`src/rtl/gray_frame_pkg.sv`:
```
// Shared types and constants for the grayscale frame sequencer.
// State encoding, RGB565 field widths and counter sizing helper.
package gray_frame_pkg;

  typedef enum logic [1:0] {
    IDLE  = 2'd0,
    RUN   = 2'd1,
    DRAIN = 2'd2,
    DONE  = 2'd3
  } state_t;

  localparam int R_W          = 5;
  localparam int G_W          = 6;
  localparam int B_W          = 5;
  localparam int GS_PXL_W_DEF = 8;

  // Counter width for a modulus of n; never narrower than one bit.
  function automatic int cnt_w(input int n);
    return (n > 1) ? $clog2(n) : 1;
  endfunction

endpackage

```
`src/rtl/gs_pxl_out_reg.sv`:
```
// One-deep valid/ready output register carrying {eof, eol, gray}.
// A load wins over an unload in the same cycle, so valid stays high.
module gs_pxl_out_reg #(
  parameter int DATA_W = 10
) (
  input  logic              clk,
  input  logic              rst_n,
  input  logic              i_clr,
  input  logic              i_load,
  input  logic [DATA_W-1:0] i_data,
  input  logic              i_rdy,
  output logic [DATA_W-1:0] o_data,
  output logic              o_vld
);

  logic              r_vld;
  logic [DATA_W-1:0] r_data;

  always_ff @(posedge clk) begin
    if (!rst_n || i_clr) begin
      r_vld  <= 1'b0;
      r_data <= '0;
    end else if (i_load) begin
      r_vld  <= 1'b1;
      r_data <= i_data;
    end else if (r_vld && i_rdy) begin
      r_vld  <= 1'b0;
    end
  end

  assign o_data = r_data;
  assign o_vld  = r_vld;

endmodule

```
`src/rtl/gray_frame_ctrl.sv`:
```
// Frame sequencer: accepts IMG_W x IMG_H RGB565 pixels, emits 8-bit gray with eol/eof tags.
// Optional frame checksum output frm_sum_o when GRAY_FRAME_SUM_EN is defined.
module gray_frame_ctrl
  import gray_frame_pkg::*;
#(
  parameter int IMG_W     = 320,
  parameter int IMG_H     = 240,
  parameter int RGB_PXL_W = 16,
  parameter int GS_PXL_W  = GS_PXL_W_DEF
) (
  input  logic                 clk,
  input  logic                 rst_n,
  input  logic                 start_i,
  input  logic                 abort_i,
  input  logic [RGB_PXL_W-1:0] rgb_pxl_i,
  input  logic                 rgb_pxl_vld_i,
  output logic                 rgb_pxl_rdy_o,
  output logic [GS_PXL_W-1:0]  gs_pxl_o,
  output logic                 gs_pxl_vld_o,
  input  logic                 gs_pxl_rdy_i,
  output logic                 gs_eol_o,
  output logic                 gs_eof_o,
  output logic                 busy_o,
`ifdef GRAY_FRAME_SUM_EN
  output logic [GS_PXL_W+$clog2(IMG_W*IMG_H)-1:0] frm_sum_o,
`endif
  output logic                 frm_done_o
);

  localparam int COL_W = cnt_w(IMG_W);
  localparam int ROW_W = cnt_w(IMG_H);
  localparam int OUT_W = GS_PXL_W + 2;

  state_t r_state;
  state_t w_state_next;

  logic [COL_W-1:0]    r_col;
  logic [ROW_W-1:0]    r_row;
  logic                w_last_col;
  logic                w_last_row;
  logic                w_ld_eol;
  logic                w_ld_eof;
  logic                w_rgb_rdy;
  logic                w_in_xfer;
  logic                w_out_xfer;
  logic                w_start_acc;
  logic                w_busy;
  logic                w_done;
  logic                w_gs_vld;
  logic [OUT_W-1:0]    w_q_data;
  logic [GS_PXL_W-1:0] w_gs_pxl;
  logic                w_q_eol;
  logic                w_q_eof;

  // RGB565 -> gray: expand fields to 8 bits, then shift-and-add weights.
  logic [R_W-1:0]      w_r5;
  logic [G_W-1:0]      w_g6;
  logic [B_W-1:0]      w_b5;
  logic [7:0]          w_r8;
  logic [7:0]          w_g8;
  logic [7:0]          w_b8;
  logic [9:0]          w_gray_sum;
  logic [GS_PXL_W-1:0] w_gray;

  assign w_r5 = rgb_pxl_i[RGB_PXL_W-1 -: R_W];
  assign w_g6 = rgb_pxl_i[B_W +: G_W];
  assign w_b5 = rgb_pxl_i[0 +: B_W];
  assign w_r8 = {w_r5, 3'b000};
  assign w_g8 = {w_g6, 2'b00};
  assign w_b8 = {w_b5, 3'b000};

  assign w_gray_sum = 10'(w_r8 >> 2) + 10'(w_r8 >> 5)
                    + 10'(w_g8 >> 1) + 10'(w_g8 >> 4)
                    + 10'(w_b8 >> 4) + 10'(w_b8 >> 5);
  assign w_gray     = GS_PXL_W'(w_gray_sum);

  assign w_last_col  = (r_col == COL_W'(IMG_W - 1));
  assign w_last_row  = (r_row == ROW_W'(IMG_H - 1));
  assign w_ld_eol    = w_last_col;
  assign w_ld_eof    = w_last_col & w_last_row;

  assign w_rgb_rdy   = (r_state == RUN) & (~w_gs_vld | gs_pxl_rdy_i);
  assign w_in_xfer   = rgb_pxl_vld_i & w_rgb_rdy;
  assign w_out_xfer  = w_gs_vld & gs_pxl_rdy_i;
  assign w_start_acc = (r_state == IDLE) & start_i & ~abort_i;

  gs_pxl_out_reg #(
    .DATA_W (OUT_W)
  ) u_out_reg (
    .clk    (clk),
    .rst_n  (rst_n),
    .i_clr  (abort_i),
    .i_load (w_in_xfer),
    .i_data ({w_ld_eof, w_ld_eol, w_gray}),
    .i_rdy  (gs_pxl_rdy_i),
    .o_data (w_q_data),
    .o_vld  (w_gs_vld)
  );

  assign w_gs_pxl = w_q_data[GS_PXL_W-1:0];
  assign w_q_eol  = w_q_data[GS_PXL_W];
  assign w_q_eof  = w_q_data[GS_PXL_W+1];

  always_ff @(posedge clk) begin
    if (!rst_n) begin
      r_state <= IDLE;
    end else begin
      r_state <= w_state_next;
    end
  end

  always_comb begin
    w_state_next = r_state;
    w_busy       = (r_state != IDLE);
    w_done       = 1'b0;
    case (r_state)
      IDLE: begin
        if (start_i) w_state_next = RUN;
      end
      RUN: begin
        if (w_in_xfer && w_ld_eof) w_state_next = DRAIN;
      end
      DRAIN: begin
        if (w_out_xfer && w_q_eof) w_state_next = DONE;
      end
      DONE: begin
        w_done       = 1'b1;
        w_state_next = IDLE;
      end
      default: begin
        w_state_next = IDLE;
      end
    endcase
    // Abort outranks every transition, including a same-cycle start.
    if (abort_i) w_state_next = IDLE;
  end

  always_ff @(posedge clk) begin
    if (!rst_n || abort_i || w_start_acc) begin
      r_col <= '0;
      r_row <= '0;
    end else if (w_in_xfer) begin
      if (w_last_col) begin
        r_col <= '0;
        r_row <= w_last_row ? '0 : r_row + 1'b1;
      end else begin
        r_col <= r_col + 1'b1;
      end
    end
  end

`ifdef GRAY_FRAME_SUM_EN
  localparam int SUM_W = GS_PXL_W + $clog2(IMG_W * IMG_H);

  logic [SUM_W-1:0] r_sum;

  // Sums what actually leaves the block, so the total is final by DONE.
  always_ff @(posedge clk) begin
    if (!rst_n || abort_i || w_start_acc) begin
      r_sum <= '0;
    end else if (w_out_xfer) begin
      r_sum <= r_sum + SUM_W'(w_gs_pxl);
    end
  end

  assign frm_sum_o = r_sum;
`endif

  assign rgb_pxl_rdy_o = w_rgb_rdy;
  assign gs_pxl_o      = w_gs_pxl;
  assign gs_pxl_vld_o  = w_gs_vld;
  assign gs_eol_o      = w_q_eol;
  assign gs_eof_o      = w_q_eof;
  assign busy_o        = w_busy;
  assign frm_done_o    = w_done;

endmodule
```
`config.mk`:
```
export PLATFORM = sky130hd
export DESIGN_NAME = gray_frame_ctrl
export DESIGN_NICKNAME = d
export VERILOG_FILES = /design/src/rtl/gray_frame_pkg.sv /design/src/rtl/gs_pxl_out_reg.sv /design/src/rtl/gray_frame_ctrl.sv
export SDC_FILE = /design/constraint.sdc
export NUM_CORES = 1
export LEC_CHECK = 0
export CAP_MARGIN = 20
export CORE_MARGIN = 5
export CORE_UTILIZATION = 48
export CTS_BUF_LIST = sky130_fd_sc_hd__clkbuf_2 sky130_fd_sc_hd__clkbuf_4 sky130_fd_sc_hd__clkbuf_8
export DETAILED_ROUTE_END_ITERATION = 12
export PLACE_DENSITY = 0.77
export SLEW_MARGIN = 20
export SYNTH_ARGS = -nofsm -noshare
export SYNTH_HDL_FRONTEND = slang
export SYNTH_HIERARCHICAL = 1
export SYNTH_SLANG_ARGS = --single-unit
```
`constraint.sdc`:
```
create_clock -name clk -period 6.01 [get_ports clk]
set_clock_uncertainty 0.05 [all_clocks]
set_input_delay 1.5025 -clock clk [delete_from_list [all_inputs] [get_ports clk]]
set_output_delay 1.5025 -clock clk [all_outputs]
set_load 0.01 [all_outputs]
```
==> results by group, run 1 <==
Status
  • Status: complete, no violations

Drt
  • Initial DRT Pass Iterations: 4
  • Total Wirelength: 3720 um
  • DRC viols: 0
  • Vias per cell: 5.06
  • Via count: 1,539
  • Wire per inst: 12.3 um
  • Initial drt markers: 81
  • Routed Antenna Nets: 0

Clocking
  • Postcts setup bufs: 0
  • Worst skew pair latency: 290 ps
  • CTS Buffer Depth: 2
  • # clock sinks: 30
  • CTS tree: done
  • CTS Root Cell: clkbuf_8
  • Num CTS Buffers: 5
  • CTS clock-pin slew for the worst setup and hold paths: 60 ps
  • CTS H-tree lvls: 2
  • CTS Hold Bufs: 0
  • Post-CTS Resized: 0

Placement
  • Placed Area: 2350 sq um
  • Routability cong.: 0.825
  • # port buffers: 34
  • HPWL Detailed: 2920 um

Floorplan
  • Die X-Extent: 74.2 um
  • Die area: 5500 sq um
  • Starting density of the core: 49.4%
  • Rows: 23
  • I/O Pins: 36
  • Die Y: 74.2 um
  • Core ar.: 4000 sq um

Power and ir drop
  • Clk pwr share: 31.9%
  • Pwr Density: 219 nW/um^2
  • Max VDD drop: 0.144 mV
  • Sequential power share: 37.7%
  • Pint: 378 uW
  • Psw: 159 uW
  • Static leakage: 0.00101 uW
  • Combinational power share: 30.4%
  • Sw Share: 29.7%

Cells and area
  • Sequential cell area: 601 sq um
  • Fillers: 362
  • Fin area: 2450 sq um
  • Layout cells sized above 1: 3.94%
  • Final net count: 308
  • Area added between synthesis and finish: 24.0%
  • N_diodes: 0
  • Multi-input logic area: 1230 sq um
  • Util after Layout: 61.2%

Critical path
  • CP Cell Sequence: clkdlybuf4s50_1 > inv_1 > fa_1 > inv_1 > fa_1 > inv_1 > fa_1 > inv_1 > ha_1 > a21o_1 > a21oi_1 > o21bai_1 > a21oi_1 > xnor2_1 > mux2i_1 > nor2_1
  • Critical path's top delay family: adder cells
  • Crit path arrival time: 5120 ps
  • Most frequent CP cell: inv_1
  • Critical Path Start: rgb_pxl_i[7]
  • CP peak stage delay: 530 ps
  • Crit-path slowest cell: fa_1
  • CP bufs+invs: 5
  • CP endpoint kind: flip-flop
  • CP max FO: 2
  • Critical Path RT: 6180 ps
  • R2R Path Start: r_state[1]
  • Critical path type: input port to flip-flop
  • Crit path launch type: input port

Synth
  • Area fraction in and, or, nand and nor cells after synthesis: 17.4%
  • Largest family of logic cells by synthesized area: adder cells
  • Compound-Gate Fraction of Synth Area: 5.64%
  • Adder-cell area share of the yosys netlist: 25.8%
  • Register area share after synthesis: 30.4%
  • Mux cell area share after synthesis: 6.08%
  • Mapped Area: 1980 sq um
  • Synthesized instance count: 216
  • Synth warnings: 6
  • Average size of a mapped cell: 9.15 sq um
  • Net Count, Synth: 271
  • Synth unique cells: 32
  • Number of synthesized register bits: 30
  • XOR/XNOR share of the synthesized area: 7.54%

STA
  • Achievable Freq: 202 MHz
  • Least-Margin Pin Slew: 689 ps
  • Worst slew margin: 53.8%
  • Hold Fails Final Rpt: 0
  • Total negative slack: 0 ps
  • # setup viols final: 0
  • RSZ-0062 raised after global routing: no
  • Min Tclk post-route: 4960 ps
  • Slew Limit Fails: 0
  • Post-route clock period utilization: 82.4%

Flow run
  • Max-Cap Viols: 0

Global route
  • Grt ovf: 0
  • Initial antenna violation count: 0
  • Vias in the first global route: 1,454
  • Largest net degree at the start of global routing: 20
  • Global Route Usage Sum: 15.1%
  • Global-route wire length before repair: 6300 um

Worst hold path
  • Hold WC Path Type: flip-flop to flip-flop
  • Worst hold start: r_col[1]
## flip-flops by register name, indices dropped and copies added (netlist names)
| register | cells |
|---|---|
| r_row | 8 |
| u_out_reg/o_data | 10 |
| r_state | 2 |
| u_out_reg/o_vld | 1 |
| r_col | 9 |
## Yosys cell counts
cell type,count,area (sq um)
o41ai_1,2,17.5
a21oi_1,7,35.0
nand4_1,4,25.0
xnor2_1,9,78.8
or4_4,1,11.3
or3_1,1,6.26
o21bai_2,1,11.3
fa_1,13,260
nor4_1,3,18.8
ha_1,20,250
nand2b_1,5,31.3
mux2i_1,12,120
nand2_1,14,52.6
xor2_1,8,70.1
nand4b_1,1,8.76
dfxtp_1,30,601
o21bai_1,1,7.51
inv_1,30,113
a222oi_1,1,10.0
a21o_1,2,15.0
nor3_1,4,20.0
and2_1,1,6.26
clkbuf_1,2,7.51
buf_2,1,5.00
o311a_1,1,10.0
and3_1,1,6.26
clkinv_1,1,3.75
nor2b_1,2,12.5
buf_6,1,11.3
o21ai_0,1,5.00
nor2_1,28,105
nand3_1,8,40.0
## layout by cell type (no fill, tap or decap), types with 2 or more instances in the layout
master and n:
a21o_1 2, nand3_1 8, nor2_1 28, a21oi_1 7, nor3_1 4, nor4_1 3
xnor2_1 9, nand4_1 4, nand2_1 14, inv_1 30, nand2b_1 5, nor2b_1 2
o41ai_1 2, ha_1 20, clkdlybuf4s50_1 34, fa_1 13, xor2_1 8, clkbuf_8 6
dfxtp_1 30, mux2i_1 12
## path summary, 6_finish.rpt
check / to / slack, ps / cells after the start
max: u_out_reg/o_data[7] / 1060 / 16
min reg2reg: r_col[1] / 420 / 2
min: r_col[1] / 420 / 2
max reg2reg: r_col[3] / 3270 / 7
## power groups by stage
stage / logic (uW) / registers (uW) / clock network, uW
floorplan: 118 / 207 / 0
global placement: 159 / 207 / 0
detailed placement: 166 / 207 / 0
CTS: 166 / 203 / 177
global route: 187 / 203 / 185
finish: 163 / 203 / 172
## cell families after synthesis
| kind of cell | count (synthesis) |
|---|---|
| AND/OR/NAND/NOR | 73 |
| buffers and inverters | 35 |
| adder cells (fa/ha/maj) | 33 |
| flip-flops | 30 |
| XOR/XNOR | 17 |
| AO/OA/AOI/OAI | 16 |
| multiplexers | 12 |
## per-stage QoR
step / instances / setup WS [ps] / hold WS [ps] / power, uW
after floorplan: 216 / 1490 / 394 / 325
after global placement: 296 / 882 / 408 / 366
after detailed placement: 296 / 744 / 411 / 373
after CTS: 304 / 1040 / 419 / 546
after global routing: 304 / 876 / 454 / 575
final: 304 / 1060 / 415 / 537
## cell type report
type	instances	area share, %
flip-flops and latches	30	24.5
clock inverters	1	0.204
inverters	31	4.75
multi-input cells	151	50.4
clock buffers	7	3.68
repair buffers	34	13.9
well taps	50	2.55
## routing by layer
metal | global-route usage (%) | share of wire [%] | vias to the layer above
li1 | - | - | 781
met1 | 20.9 | 48 | 724
met2 | 22.0 | 46 | 26
met3 | 3.51 | 3.3 | 8
met4 | 7.85 | 2.4 | 0
met5 | 0 | 0 | -
## worst min-delay path, delay by kind of cell (launching register included)
kind | cells | cell delay, ps
simple gates | 1 | 50
flops | 1 | 320
compound gates | 1 | 50
Note: power is estimated with default switching activity, not from simulation.
==> inputs of run 2 (changes only) <==
Settings changed: PLACE_DENSITY 0.77 to 0.8.
Clock period 6.01 ns to 4.3 ns, I/O delays scaled along.
==> run 2 against run 1 <==
Compared with the run above:
- critical path depth down 2
- sequential power increased by 39%
- worst hold slack improved by 23 ps
- die area unchanged
- count of clock-buffer cells in the layout did not move
- utilization is 4.1 points higher
- setup slack got worse by 920 ps
- first-iteration DRC count grew 17%
- non-clock buffer count is 17 higher
- largest power group is now combinational logic
==> results by group, run 2 (synthesized netlist as in run 1, its figures left out) <==
Status
  • Status: complete, no violations

Floorplan
  • Die area: 5500 sq um (unchanged)
  • I/O Pins: 36 (unchanged)
  • Rows: 23 (unchanged)
  • Core ar.: 4000 sq um (unchanged)
  • Die Y: 74.2 um (unchanged)
  • Starting density of the core: 49.4% (unchanged)
  • Die X-Extent: 74.2 um (unchanged)

Critical path
  • Critical path type: input port to flip-flop
  • Crit path arrival time: 4270 ps (-850 ps)
  • CP max FO: 2 (unchanged)
  • Crit-path slowest cell: fa_1
  • Reg2Reg Depth: 6 (-1)
  • CP peak stage delay: 530 ps (about the same)
  • Critical Path RT: 4410 ps (-1770 ps)
  • CP Cell Sequence: clkdlybuf4s50_1 > inv_1 > fa_1 > inv_1 > fa_1 > fa_1 > ha_2 > fa_2 > a21oi_2 > nor2_1 > nor2_1 > xnor2_1 > mux2i_1 > nor2_1
  • Crit path launch type: input port
  • CP endpoint kind: flip-flop

STA
  • Slew Limit Fails: 0 (unchanged)
  • RSZ-0062 raised after global routing: no
  • Achievable Freq: 240 MHz
  • Min Tclk post-route: 4160 ps
  • # setup viols final: 0 (unchanged)
  • Hold Fails Final Rpt: 0 (unchanged)
  • Least-Margin Pin Slew: 520 ps (-169 ps)
  • Worst slew margin: 65.4% (+12 points)
  • Post-route clock period utilization: 96.7%

Clocking
  • CTS H-tree lvls: 2 (unchanged)
  • CTS Buffer Depth: 2 (unchanged)
  • CTS Hold Bufs: 0 (unchanged)
  • Num CTS Buffers: 5 (unchanged)
  • Worst skew pair latency: 290 ps (about the same)
  • # clock sinks: 30 (unchanged)
  • CTS tree: done
  • CTS clock-pin slew for the worst setup and hold paths: 60 ps (about the same)
  • CTS Root Cell: clkbuf_8

Drt
  • DRC viols: 0 (unchanged)
  • Initial drt markers: 95 (+17%)
  • Via count: 1,637 (+6.4%)
  • Vias per cell: 5.10 (+0.73%)
  • Total Wirelength: 4070 um (+9.4%)
  • Routed Antenna Nets: 0 (unchanged)
  • Initial DRT Pass Iterations: 4 (unchanged)
  • Wire per inst: 12.7 um (+3.6%)

Cells and area
  • Max reg flops: 10 (unchanged)
  • Most frequent cells in the layout: clkdlybuf4s50_1, dfxtp_1, nor2_1, inv_1, ha_1
  • Commonest non-fill, non-tap cell in the layout: clkdlybuf4s50_1
  • Layout cells sized above 1: 13.7% (+9.7 points)
  • Util after Layout: 65.3% (+4.1 points)
  • Fin cells: 321 (+5.6%)
  • Area added between synthesis and finish: 32.2%
  • Final net count: 325 (+5.5%)
  • N_diodes: 0 (unchanged)

Global route
  • Vias in the first global route: 1,633 (+12%)
  • Grt ovf: 0 (unchanged)
  • Largest net degree at the start of global routing: 14 (-30%)
  • Global-route wire length before repair: 7030 um (+12%)
  • Global Route Usage Sum: 16.6% (+1.5 points)
  • Initial antenna violation count: 0 (unchanged)

Power and ir drop
  • Static leakage: 0.00111 uW (+10%)
  • Overall power: 831 uW (+55%)
  • Max VDD drop: 0.244 mV (+70%)
  • Pwr Density: 318 nW/um^2 (+45%)

Worst hold path
  • Worst Hold Depth: 2 (unchanged)
  • Hold WC Path Type: flip-flop to flip-flop

Placement
  • Dpl cells: 311 (+5.1%)
  • Routability cong.: 0.792 (-4.0%)
  • # port buffers: 34 (unchanged)
  • HPWL Detailed: 3170 um (+8.5%)

Flow run
  • Max-Cap Viols: 0 (unchanged)
==> run 2: worst max-delay path: cells and delay by family <==
kind / cells / cell delay, ps
fa+ha+maj: 5 / 2050
compound gates: 1 / 140
mux: 1 / 130
buf+inv: 3 / 560
simple gates: 3 / 230
xor+xnor: 1 / 80
==> run 2: final timing paths <==
path                    endpoint  slack, ps          from
max          u_out_reg/o_data[6]        140  rgb_pxl_i[3]
min                     r_col[8]        440      r_col[8]
max reg2reg           r_state[0]       2090      r_row[0]
min reg2reg             r_col[8]        440      r_col[8]
==> run 2: repair_timing <==
action,in CTS,in global routing
setup endpoints to repair,2,3
pin swaps,4,12
cloned,0,0
resized for setup,5,8
setup buffers,1,1
==> run 2: where the power goes <==
part	internal (uW)	switching [uW]	leakage (uW)
Clock	135	108	0.0000517
Sequential	281	2.31	0.000242
Combinational	168	137	0.000818
Total	584	248	0.00111
==> run 2: metrics by stage <==
step                      TNS, ps  setup WS (ps)  instance area [sq um]  hold slack (ps)
after global placement       -981           -349                   2470              408
after CTS                       0           30.1                   2580              443
final                           0            140                   2610              438
after floorplan                 0            212                   1980              394
after detailed placement    -1130           -411                   2470              433
after global routing            0           14.8                   2610              475
==> run 2: metal layers <==
layer | vias up | GRT usage, % | share of wire [%]
met2 | 31 | 27.8 | 50
met1 | 783 | 21.0 | 44
met5 | - | 0 | 0
li1 | 815 | - | -
met4 | 0 | 7.24 | 2.1
met3 | 8 | 3.11 | 3.8
==> run 2: area by class of cell <==
class / instances / area (sq um)
Fill cell: 310 / 1390
Tap cell: 50 / 62.6
Sequential cell: 30 / 601
Clock buffer: 7 / 90.1
Clock inverter: 1 / 5.00
Multi-Input combinational cell: 151 / 1260
Inverter: 31 / 116
Timing Repair Buffer: 51 / 475
==> inputs of run 3 (changes only) <==
Settings changed: CAP_MARGIN 20 to 30.
==> results of run 3 <==
No change in the layout: final DEF, timing and power equal those of run 2.
